`src/rtl/descrambler_xor_8bits.sv`:
```
// Self-synchronous-free byte descrambler: XORs each accepted byte with an 8-bit
// Fibonacci LFSR keystream; ready/valid on both sides, one-cycle latency.
module descrambler_xor_8bits #(
  parameter logic [7:0] POLY = 8'hB8
) (
  input  logic       clk,
  input  logic       rst,
  input  logic       seed_load,
  input  logic [7:0] seed,
  input  logic       in_valid,
  output logic       in_ready,
  input  logic [7:0] in_data,
  output logic       out_valid,
  input  logic       out_ready,
  output logic [7:0] out_data,
  output logic [7:0] byte_count,
  output logic       busy
);

  localparam int unsigned W = 8;

  typedef enum logic {IDLE, RUN} state_t;

  state_t         state_q, state_d;
  logic [W-1:0]   key;
  logic           feedback;
  logic           xfer;

  assign feedback = ^(key & POLY);
  assign in_ready = (state_q == RUN) && !seed_load && (!out_valid || out_ready);
  assign xfer     = in_valid && in_ready;

  // Next-state: any seed_load enters (or stays in) RUN; only rst returns to IDLE
  always_comb begin
    state_d = state_q;
    if (seed_load) state_d = RUN;
  end

  always_ff @(posedge clk or posedge rst) begin
    if (rst) begin
      state_q <= IDLE;
      busy    <= 1'b0;
    end else begin
      state_q <= state_d;
      busy    <= (state_d == RUN);
    end
  end

  // Datapath: seed load flushes the pending byte; key advances once per accepted byte
  always_ff @(posedge clk or posedge rst) begin
    if (rst) begin
      key        <= W'(1);
      out_data   <= '0;
      out_valid  <= 1'b0;
      byte_count <= '0;
    end else if (seed_load) begin
      key        <= (seed == '0) ? W'(1) : seed;
      out_valid  <= 1'b0;
      byte_count <= '0;
    end else if (xfer) begin
      out_data   <= in_data ^ key;
      key        <= {key[W-2:0], feedback};
      out_valid  <= 1'b1;
      byte_count <= byte_count + W'(1);
    end else if (out_ready) begin
      out_valid  <= 1'b0;
    end
  end

endmodule

```
`config.mk`:
```
export PLATFORM = sky130hd
export DESIGN_NAME = descrambler_xor_8bits
export DESIGN_NICKNAME = d
export VERILOG_FILES = /design/src/rtl/descrambler_xor_8bits.sv
export SDC_FILE = /design/constraint.sdc
export NUM_CORES = 1
export LEC_CHECK = 0
export BUFFER_PORTS_ARGS = -buffer_cell sky130_fd_sc_hd__buf_2
export CAP_MARGIN = 40
export CORE_ASPECT_RATIO = 1.5
export CORE_MARGIN = 2
export CORE_UTILIZATION = 44
export DETAILED_ROUTE_END_ITERATION = 6
export PLACE_DENSITY = 0.72
export SLEW_MARGIN = 20
export SYNTH_ARGS = -nofsm -noshare
export SYNTH_HDL_FRONTEND = slang
export SYNTH_SLANG_ARGS = --single-unit
export TNS_END_PERCENT = 10
```
`constraint.sdc`:
```
create_clock -name clk -period 3.74 [get_ports clk]
set_input_delay 0.187 -clock clk [delete_from_list [all_inputs] [get_ports clk]]
set_output_delay 0.187 -clock clk [all_outputs]
set_load 0.1 [all_outputs]
```
Word level (Yosys, flattened, before mapping) --
Index checks and enable logic that the tools add are counted.
Storage, ports and cells: bits in registers 26, output and inout bits 19, input port bits 21, logic and storage cells 27
Operators by class: reductions and logical operators 11, bitwise logic cells 2, add/subtract/negate cells 1, muxes and demuxes 8
Operator list (count):
- two-way mux 8 bit | 5
- adder 8 x 1 -> 8 bit, second input constant | 1
- zero test 8 bit | 1
- XOR reduction 8 bit | 1
- bitwise XOR 8 bit | 1
- logical AND 1 bit | 3
- two-way mux 1 bit | 3
- nonzero test 3 bit | 1
- zero test 1 bit | 2
- AND reduction 2 bit | 1
- nonzero test 2 bit | 1
- logical OR 1 bit | 1
- NOT 1 bit | 1

Depth between registers and ports, before layout --
depth in word-level cells 6, depth in mapped cells 4, gate-level depth less buffers 4

Least setup slack after synthesis --
OpenSTA, ideal clock, no wires.
kind register to output, start reg state_q, end out in_ready, arrival 2.042 ns, path buffers 0, stages on the path, launching flop included 3, path slack 1.511 ns, cells stage by stage dfrtp_1 -> nor2b_2 -> and2_1
On the way: word-level cells in the longest chain between the ends 2
Ends and longest elaborated chain:
- from (decl) | line 24 | state_t state_q, state_d;
- from (signal assigned) | line 44 | state_q <= state_d;
- logical AND 1 bit (2 in series) | line 30 | assign in_ready = (state_q == RUN) && !seed_load && (!out_valid || out_ready);
- to (decl) | line 11 | output logic in_ready,
No other way between the ends.

Final worst setup path --
start reg out_valid, end out in_ready
On the way: word-level cells in the longest chain between the ends 3
Ends and longest elaborated chain:
- from (decl) | line 13 | output logic out_valid,
- from (signal assigned) | line 54 | out_valid <= 1'b0;
- from (signal assigned) | line 58 | out_valid <= 1'b0;
- from (signal assigned) | line 63 | out_valid <= 1'b1;
- zero test 1 bit | line 30
- logical OR 1 bit | line 30
- logical AND 1 bit | line 30
No other way between the ends.

==> metrics.yaml <==
postRouteAntennaNets: 0
cts_tree: "yes"
status: "finished, final reports clean"
grt_pass1_wl_microns: 4910
areaGrowthSynthToFinish_pct: 22.5
vdd_drop_max_v: 0.000273
ys_warn_count: 0
synthAdderAreaFrac: 0.00945
ys_seq_elements: 26
intPower_mw: 0.490
pwr-share-comb: 0.399
cts_sinks: 26
clock_latency_ps: 270
ys_types: 33
grt_setup_unrepaired: "no"
drive_gt1_frac: 0.360
cts.htree.levels: 1
netlist_area_sq_um: 1320
synthArstFlopShare: 1.00
cts_resized: 0
die_w_microns: 48.8
syn_inst: 123
p_sw_mw: 0.385
ff2ff_setup_slack_ps: 2130
clk_pin_slew_ps: 80
synth_nets: 145
fin_crit_ps: 1830
synthTopCellsByArea: "dfrtp_1 (47%), mux2_2 (8.5%), xor2_1 (6.6%)"
cp_slowest_stage_delay_ps: 420
report.final.slew_viol_count: 0
first_pass_iters: 4
numCtsBuffers: 3
worst-slew-pin-transition_ps: 581
cts.path.max_buffers: 2
switching_share: 0.440
routabilityCongestion: 0.797
post-cts-setup-buffers: 0
die_y_microns: 71.2
core_area_sq_um: 2880
dpl.hpwl_microns: 2250
initial_core_util: 0.459
grt_max_degree: 18
arrival_ps: 1650
clkPwrFrac: 0.205
yosys.area_share.simple: 0.176
crit_path_end_kind: "output pin"
drt_iter0_markers: 19
utilization: 0.563
slowest_stage: "buf_2"
relSlewSlack: 0.612
report.power.total_mw: 0.874
postCtsHoldBufs: 1
muxShareOfSynthArea: 0.108
p_seq_frac: 0.396
yosysTopAreaCell: "dfrtp_1"
pin_count: 40
fin_crit_sh: 0.491
synth_top_family_by_area: "simple AND/OR/NAND/NOR gates"
overflow: 0
cp_max_fo: 13
synth_common_cells: "dfrtp_1 (25), mux2_2 (10), xor2_1 (10)"
synth_edf_count: 0
dr_total_vias: 1107
wl_per_cell_microns: 15.0
finClkSkew_ps: 0.932
viasPerCell: 5.54
p_leak_nw: 0.763
finalSetupTns_ps: 0
finalHoldViolCount: 0
ys.flop_type: "dfrtp_1"
cellPowerDensity_nw_per_um2: 539
synth_top_area_frac: 0.473
syn_area_per_cell_sq_um: 10.8
antennaDiodeCount: 0
maxCapViolCount: 0
port_buffers: 39
std_cell_rows: 24
grt_use_total: 0.182
die_area_sq_um: 3470
crit_chain: "nand2b_1 -> and2_1 -> buf_2"
hp-class: "input port to flip-flop"
grt_pass1_vias: 1100
synth_compound_area_frac: 0.107
post-route-drc-count: 0
cp-start-kind: "flip-flop"
synthXorXnorAreaFrac: 0.0728
ys_seq_area_frac: 0.492
antenna_found_initial: 0
cts_root_buffer: "clkbuf_8"
worstPathRequired_ps: 3550
report.final.setup_viol: 0
critical_path_class: "flip-flop to output pin"
wl_microns: 2990
clock.fmax_mhz: 545
nets: 184
yosysMostFrequentCell: "dfrtp_1"
-- state kept, by name, indices dropped and copies added (netlist names) --
name / count
byte_count: 8
key: 8
out_data: 8
out_valid: 1
state_q: 1
-- per-stage QoR --
stage / setup slack [ps] / std cells / cell area [sq um] / hold WS, ps
after floorplan: 1510 / 123 / 1320 / 226
after global placement: 2190 / 194 / 1530 / 439
after detailed placement: 2160 / 195 / 1560 / 232
after CTS: 1910 / 200 / 1620 / 175
after global routing: 1840 / 200 / 1620 / 181
final: 1910 / 200 / 1620 / 180
-- placed cells by master (no fill, tap or decap), types with 4 or more instances in the layout --
cell type and n:
buf_2 39, dfrtp_1 25, mux2_2 10, xor2_1 10, nor2_1 6, and2_1 6, o21ai_0 6, nand2_1 5
nand3_1 5, a31oi_1 5, nand4_1 4, a21oi_1 4, clkbuf_8 4
-- critical path: cells and delay by family (launching register included) --
family | cells | cell delay, ps
simple gates | 2 | 550
buf+inv | 1 | 420
flops | 1 | 400
-- cells by family (layout without fill, tap and decap cells) --
family | after synthesis | after routing
adder cells (fa/ha/maj) | 1 | 1
XOR/XNOR | 11 | 11
flip-flops | 26 | 26
multiplexers | 13 | 13
buffers and inverters | 9 | 47
AND/OR/NAND/NOR | 41 | 41
AO/OA/AOI/OAI | 22 | 22
-- final cells by class --
| type | instances | area, sq um |
|---|---|---|
| clock buffer | 4 | 55.1 |
| fill | 270 | 1260 |
| inverter | 2 | 7.51 |
| multi-input combinational | 88 | 626 |
| sequential | 26 | 652 |
| tap | 39 | 48.8 |
| timing repair buffer | 41 | 233 |
-- power groups by stage --
stage	registers, mW	clock network (mW)	logic, mW
floorplan	0.554	0	0.0826
global placement	0.350	0	0.341
detailed placement	0.353	0	0.349
CTS	0.347	0.185	0.350
global route	0.351	0.200	0.363
finish	0.347	0.179	0.349
-- worst paths after layout --
| check | from | to | cells past startpoint |
|---|---|---|---|
| max | out_valid$_DFFE_PP0P_ | in_ready | 3 |
| min | seed[1] | key[1]$_DFFE_PP0P_ | 3 |
| max reg2reg | out_valid$_DFFE_PP0P_ | out_data[4]$_DFFE_PP0P_ | 3 |
| min reg2reg | out_data[1]$_DFFE_PP0P_ | out_data[1]$_DFFE_PP0P_ | 1 |
| max in group asynchronous | rst | key[0]$_DFFE_PP1P_ | 4 |
| min in group asynchronous | rst | byte_count[1]$_DFFE_PP0P_ | 3 |
-- per-layer routing --
metal  vias to the layer above  share of wire  GRT usage
li1                        521              -          -
met1                       535           0.42      0.218
met2                        44           0.51      0.321
met3                         7          0.048     0.0190
met4                         0          0.023     0.0921
met5                         -              0          0
Power figures use the tool's default switching activity.
